<file path="config.mk">
export PLATFORM = sky130hd
export DESIGN_NAME = mod_updown_counter
export DESIGN_NICKNAME = d
export VERILOG_FILES = /design/src/rtl/mod_updown_counter.sv
export SDC_FILE = /design/constraint.sdc
export NUM_CORES = 1
export LEC_CHECK = 0
export CAP_MARGIN = 20
export CORE_AREA = 2 2 39 41
export CTS_BUF_LIST = sky130_fd_sc_hd__clkbuf_16
export DETAILED_ROUTE_END_ITERATION = 6
export DIE_AREA = 0 0 41 43
export HOLD_SLACK_MARGIN = 0.02
export SLEW_MARGIN = 20
export SYNTH_ARGS = -nofsm -noshare
export SYNTH_HDL_FRONTEND = slang
export SYNTH_SLANG_ARGS = --single-unit
</file>
<file path="constraint.sdc">
create_clock -name clk -period 1.5 [get_ports clk]
set_clock_uncertainty 0.1 [all_clocks]
set_input_delay 0.15 -clock clk [delete_from_list [all_inputs] [get_ports clk]]
set_output_delay 0.15 -clock clk [all_outputs]
set_load 0.005 [all_outputs]
</file>
<file path="src/rtl/mod_updown_counter.sv">
// -----------------------------------------------------------------------------
// mod_updown_counter
//   Modulo-MODULO up/down counter with enable, synchronous parallel load,
//   clock prescaler, terminal-count and wrap flags. With default parameters it
//   behaves as a 3-bit 0..7 free-running up-counter.
//
// Parameters
//   WIDTH    : bit width of count and load_val
//   MODULO   : count range 0..MODULO-1 (2 <= MODULO <= 2**WIDTH)
//   PRESCALE : enabled clock cycles per count step (>= 1)
//
// Ports
//   clk      : system clock, all state updates on rising edge
//   rst      : synchronous active-high reset
//   en       : count enable, gates both the prescaler and the count step
//   up_dn    : 1 = count up, 0 = count down
//   load     : synchronous parallel load strobe (overrides en)
//   load_val : value to load, clamped to MODULO-1 when out of range
//   count    : current count (registered)
//   tc       : terminal count (combinational from count and up_dn)
//   wrap     : registered one-cycle pulse coincident with a wrapped count
//
// Optional build macro
//   COUNTER_SAT_EN : when defined, the counter saturates at the terminal value
//                    instead of wrapping, and wrap is held at 0.
// -----------------------------------------------------------------------------
module mod_updown_counter #(
    parameter int WIDTH    = 3,
    parameter int MODULO   = 8,
    parameter int PRESCALE = 1
) (
    input  logic             clk,
    input  logic             rst,
    input  logic             en,
    input  logic             up_dn,
    input  logic             load,
    input  logic [WIDTH-1:0] load_val,
    output logic [WIDTH-1:0] count,
    output logic             tc,
    output logic             wrap
);

    // Prescaler needs at least one bit even when PRESCALE == 1.
    localparam int PW = (PRESCALE > 1) ? $clog2(PRESCALE) : 1;

    // MODULO-1 is formed before narrowing so MODULO == 2**WIDTH still gives
    // an all-ones terminal value rather than overflowing the constant.
    localparam logic [WIDTH-1:0] MAX_VAL = WIDTH'(MODULO - 1);
    localparam logic [PW-1:0]    P_MAX   = PW'(PRESCALE - 1);

    generate
        if ((MODULO < 2) || (MODULO > (1 << WIDTH))) begin : g_bad_modulo
            $error("mod_updown_counter: MODULO out of range 2..2**WIDTH");
        end
        if (PRESCALE < 1) begin : g_bad_prescale
            $error("mod_updown_counter: PRESCALE must be >= 1");
        end
    endgenerate

    logic [PW-1:0]    p;
    logic [PW-1:0]    p_next;
    logic [WIDTH-1:0] count_next;
    logic             wrap_next;

    always_comb begin
        count_next = count;
        p_next     = p;
        wrap_next  = 1'b0;

        if (load) begin
            count_next = (load_val > MAX_VAL) ? MAX_VAL : load_val;
            p_next     = '0;
        end else if (en) begin
            if (p == P_MAX) begin
                p_next = '0;
                // Count step for this enabled cycle.
                if (up_dn) begin
                    if (count == MAX_VAL) begin
`ifdef COUNTER_SAT_EN
                        count_next = count;
`else
                        count_next = '0;
                        wrap_next  = 1'b1;
`endif
                    end else begin
                        count_next = count + WIDTH'(1);
                    end
                end else begin
                    if (count == '0) begin
`ifdef COUNTER_SAT_EN
                        count_next = count;
`else
                        count_next = MAX_VAL;
                        wrap_next  = 1'b1;
`endif
                    end else begin
                        count_next = count - WIDTH'(1);
                    end
                end
            end else begin
                p_next = p + PW'(1);
            end
        end
    end

    always_ff @(posedge clk) begin
        if (rst) begin
            count <= '0;
            p     <= '0;
            wrap  <= 1'b0;
        end else begin
            count <= count_next;
            p     <= p_next;
            wrap  <= wrap_next;
        end
    end

    assign tc = (up_dn && (count == MAX_VAL)) || (!up_dn && (count == '0));

endmodule
</file>
# Yosys cells after proc, flatten, opt, wreduce, memory -nomap -nowiden
# Cells that the tools add are included.
# W data, S select, Z words.
[totals] inputBits=8 elab_cells=30 ff_bits=5
[op_classes] mux=11 add_sub_neg=3 bitwise=1 magnitude_cmp=1 n_reduce_logical=9 n_eq_ne=2
[op_table] cell="$mux W3" n=7
[op_table] cell="$mux W1" n=4
[op_table] cell="$reduce_or A4 Y1" n=1
[op_table] cell="$add A3 B1 Y3 const B" n=1
[op_table] cell="$eq A3 B3 Y1 const B" n=1
[op_table] cell="$gt A3 B3 Y1 const B" n=1
[op_table] cell="$logic_not A3 Y1" n=1
[op_table] cell="$sub A3 B1 Y3 const B" n=1
[op_table] cell="$logic_and A1 B1 Y1" n=2
[op_table] cell="$ne A2 B2 Y1 const B" n=1
[op_table] cell="$reduce_and A2 Y1" n=1
[op_table] cell="$reduce_bool A2 Y1" n=1
[op_table] cell="$reduce_or A2 Y1" n=1
[op_table] cell="$add A1 B1 Y1 const B" n=1
[op_table] cell="$logic_not A1 Y1" n=1
[op_table] cell="$logic_or A1 B1 Y1" n=1
[op_table] cell="$not A1 Y1" n=1

# Logic depth before layout (Yosys ltp)
# Gate-level depths: netlist (run 1).
[logic_depth] word_depth=6 mapped_depth=5 ltp_nobuf=5

# Least setup slack after synthesis (run 1)
# Ideal clock, no wire load.
[synth_path] path_kind="register to register" from="register count[0]" to="register count[1]" arrival_ns=1.414 path_buffers=0 period_less_slack_ns=1.600 path_stages_with_launch=6 required_ns=1.314 path_slack_ns=-0.100 path_cell_list="dfxtp_1 -> inv_1 -> ha_1 -> or2b_1 -> a221o_1 -> a221oi_2"
[synth_via] elab_chain_len=6
[synth_rtl] element="start, declared" line="38" rtl="output logic [WIDTH-1:0] count,"
[synth_rtl] element="start signal, assigned" line="112" rtl="count <= count_next;"
[synth_rtl] element="$sub A3 B1 Y3, or another cell as far along" line="97" rtl="count_next = count - WIDTH'(1);"
[synth_rtl] element="$mux W3, on equally long branches" line="89, 78"
[synth_rtl] element="$mux W3 (*)" line="77" rtl="if (up_dn) begin"
[synth_rtl] element="$mux W3 (*)" line="74" rtl="if (p == P_MAX) begin"
[synth_rtl] element="$mux W3 (*)" line="73" rtl="end else if (en) begin"
[synth_rtl] element="$mux W3 (*)" line="70" rtl="if (load) begin"
# Every way passes the cells marked *; elsewhere a longest branch is shown, timed or not. The select of a mux whose other input is x is not followed.
# A chain may end at the register's enable or synchronous reset.

# Final worst setup path (run 1)
# Same ends and word-level chain as after synthesis.

==> results by group, run 1 <==
STA
  – Final worst-path cycle share: 104.4%
  – Hold Vio Cnt, Final: 0
  – Slew @ Worst Pin: approximately 0.27 ns
  – Total negative slack: -0.06530 ns
  – Setup WS post-layout: -0.06530 ns
  – Tmin final: about 1.6 ns
  – Final setup fails: 1
  – Fmax: between 600 and 700 MHz
  – Slew Limit Fails: 0
  – Unrepaired setup endpoints after global routing: true
  – Slew headroom: between 80% and 90%
  – WHS: approximately 0.39 ns

Layout
  – Layout cell share with drive strength beyond 1: between 40 and 50%
  – Post-route cell area: around 620 µm²
  – ANT cells: 0
  – Final nets: 70
  – P&R area growth vs syn: 102.5%
  – Layout fillers: between 100 and 150

Logic synthesis
  – Synthesis warning total: 0
  – Post-synthesis simple-gate area fraction: 17.21%
  – Syn Area/Cell: around 9 µm²
  – Mapped Area: approximately 300 µm²
  – Post-synthesis adder-cell area fraction: 16.39%
  – Synthesized netlist cell count: 34
  – Register area share after synthesis: about a quarter
  – Synth cell types: 19
  – Synth area leaders: dfxtp_1 (26%), ha_1 (16%), nor3b_1 (7.4%)
  – Seq cells post-synth: 4
  – Net Count, Synth: between 40 and 50
  – Xor and xnor area share after synthesis: 0%
  – Main combinational cell family by area after synthesis: compound AO/OA/AOI/OAI gates
  – Yosys top cell area share: 26.23%
  – Multiplexer share of the synthesized area: 3.279%
  – Synth area leader: dfxtp_1
  – Synth Area in Compound Gates: a little over a quarter

Placed design
  – GP Congestion: just over 0.7
  – Dpl hpwl: between 500 and 600 µm
  – Port Buffers: 12
  – DP Worst Slack: -0.2177 ns
  – Post-placement cell area: a little under 500 µm²

Route
  – Drt first pass iters: 3
  – DRC Markers: 0
  – DRT iter0 DRCs: 1
  – Vias/cell: approximately 4.5
  – Post-Route M1 WL: between 300 and 400 µm
  – Post-DR wirelength/cell: between 9 and 10 µm
  – Detailed Route WL: slightly above 700 µm
  – Met3 Wirelength: about 27 µm
  – Top Layer Used: met3
  – Vias: approximately 320
  – Post-DRT Antenna Nets: 0
  – Met2 wire len: around 330 µm

Run status
  – Failing checks: setup timing
  – Status: finished with violations

Worst setup path
  – CP Class: register to register
  – CP Capture Type: register
  – Flop2flop setup slack: -0.07 ns
  – Critical Path AT: ~1.6 ns
  – Worst path required time: about 1.5 ns
  – Startpoint types: register
  – Critical Path Fanout Max: 3

CTS
  – CTS Buf Count: 3
  – Max clock buf depth: 2
  – Clock transition at path regs: roughly 0.03 ns
  – H-tree depth: 1
  – Clock sink count: 4
  – CTS tree: yes
  – Clk root buf: clkbuf_16
  – Worst-skew pair later-pin latency: about 0.22 ns

Power
  – P_leak: 0.2590 nW
  – Power per standard cell area: roughly 1100 mW/mm²
  – Max rail drop VDD: 0.001080 V
  – Total power: ~660 µW

Floorplanning
  – Die area: ~0.0018 mm²
  – Initial Util: between 20% and 30%
  – Row cnt: 14
  – Die Y: between 40 and 50 µm
  – Die Width: approximately 41 µm
  – Ports: 13
  – Total core area: between 0.001 and 0.0015 mm²

Global routing
  – GRT Overall Usage: 10.93%
  – Largest net degree at the start of global routing: 7
  – Vias in the first global route: about 300
  – First-pass GRT wire length: ~1.2 mm
  – Initial antenna violation count: 0
  – Total congestion overflow: 0

Min path
  – Hold Path Class: input pin to register

Job
  – Max Cap Violations: 0
==> cells by family (layout without fill, tap and decap cells) <==
kind of cell | after synthesis | after routing
mux | 1 | 1
compound gates | 11 | 11
flops | 4 | 4
fa+ha+maj | 4 | 4
buf+inv | 6 | 28
simple gates | 8 | 8
==> registers in the layout, summed over array words and instances (netlist names) <==
signal	cells
wrap	1
count	3
==> cell usage after synthesis <==
library cell  count
o22ai_1           1
o41ai_1           1
or2b_1            1
and2_1            1
a221oi_2          1
nand2b_1          1
ha_1              4
nand2_1           1
a21o_2            1
a221o_1           1
mux2i_1           1
nor2b_1           1
a221oi_1          1
buf_6             1
inv_1             5
dfxtp_1           4
a21oi_1           4
o21ai_0           1
nor3b_1           3
==> repair_timing <==
action	in CTS	in global routing
resized for setup	12	3
endpoints found under the hold margin	0	0
pin swaps	0	0
gates cloned	0	0
hold buffers	0	0
setup endpoints to repair	3	3
buffers inserted	1	0
==> where the power goes <==
| part | total [mW] | internal, mW | switching [mW] |
|---|---|---|---|
| clock network | 0.407 | 0.340 | 0.0668 |
| registers | 0.125 | 0.114 | 0.0108 |
| logic | 0.132 | 0.0842 | 0.0477 |
| total | 0.664 | 0.538 | 0.125 |
==> metrics by stage <==
| stage | instances | utilization (%) |
|---|---|---|
| 2_1_floorplan | 34 | - |
| 3_3_place_gp | 68 | 35.53 |
| 3_5_place_dp | 68 | 35.53 |
| 4_1_cts | 72 | 44.67 |
| 5_1_grt | 72 | 44.67 |
| 6_report | 72 | 44.67 |
==> area by class of cell <==
class | count | area [µm²] | area share (%)
multi-input cells | 24 | 237.7 | 38.46
repair buffers | 20 | 175.2 | 28.34
flip-flops and latches | 4 | 91.34 | 14.78
clock buffers | 3 | 75.07 | 12.15
well taps | 16 | 20.02 | 3.239
inverters | 5 | 18.77 | 3.036
==> worst max-delay path, stage by stage (launching register included) <==
cell	delay, ns
dfxtp_4	0.35
ha_4	0.16
ha_4	0.15
or2b_1	0.21
a221o_1	0.30
a221oi_2	0.20
==> placed cells by master (no fill, tap or decap), types with 2 or more instances in the layout <==
| cell | count |
|---|---|
| a21oi_1 | 4 |
| ha_4 | 3 |
| clkbuf_16 | 3 |
| dfxtp_4 | 3 |
| inv_1 | 3 |
| inv_2 | 2 |
| nor3b_1 | 2 |
| clkdlybuf4s50_1 | 11 |
| buf_4 | 8 |
==> layer usage <==
layer / track usage, % / vias up
met5: 0 / -
met4: 4.000 / 0
met3: 6.283 / 0
met2: 14.37 / 8
met1: 14.42 / 143
li1: - / 170
==> worst paths after layout <==
path | endpoint | depth (start not counted) | start
max | count[1] | 5 | count[0]
min | count[1] | 3 | load_val[1]
max reg2reg | count[1] | 5 | count[0]
min reg2reg | count[2] | 2 | count[2]
Power figures use the tool's default switching activity.
==> run 2: changes to the inputs <==
Settings changed: CAP_MARGIN 20 to 0.
==> results of run 2 <==
No change in the layout: final DEF, timing and power equal those of run 1.
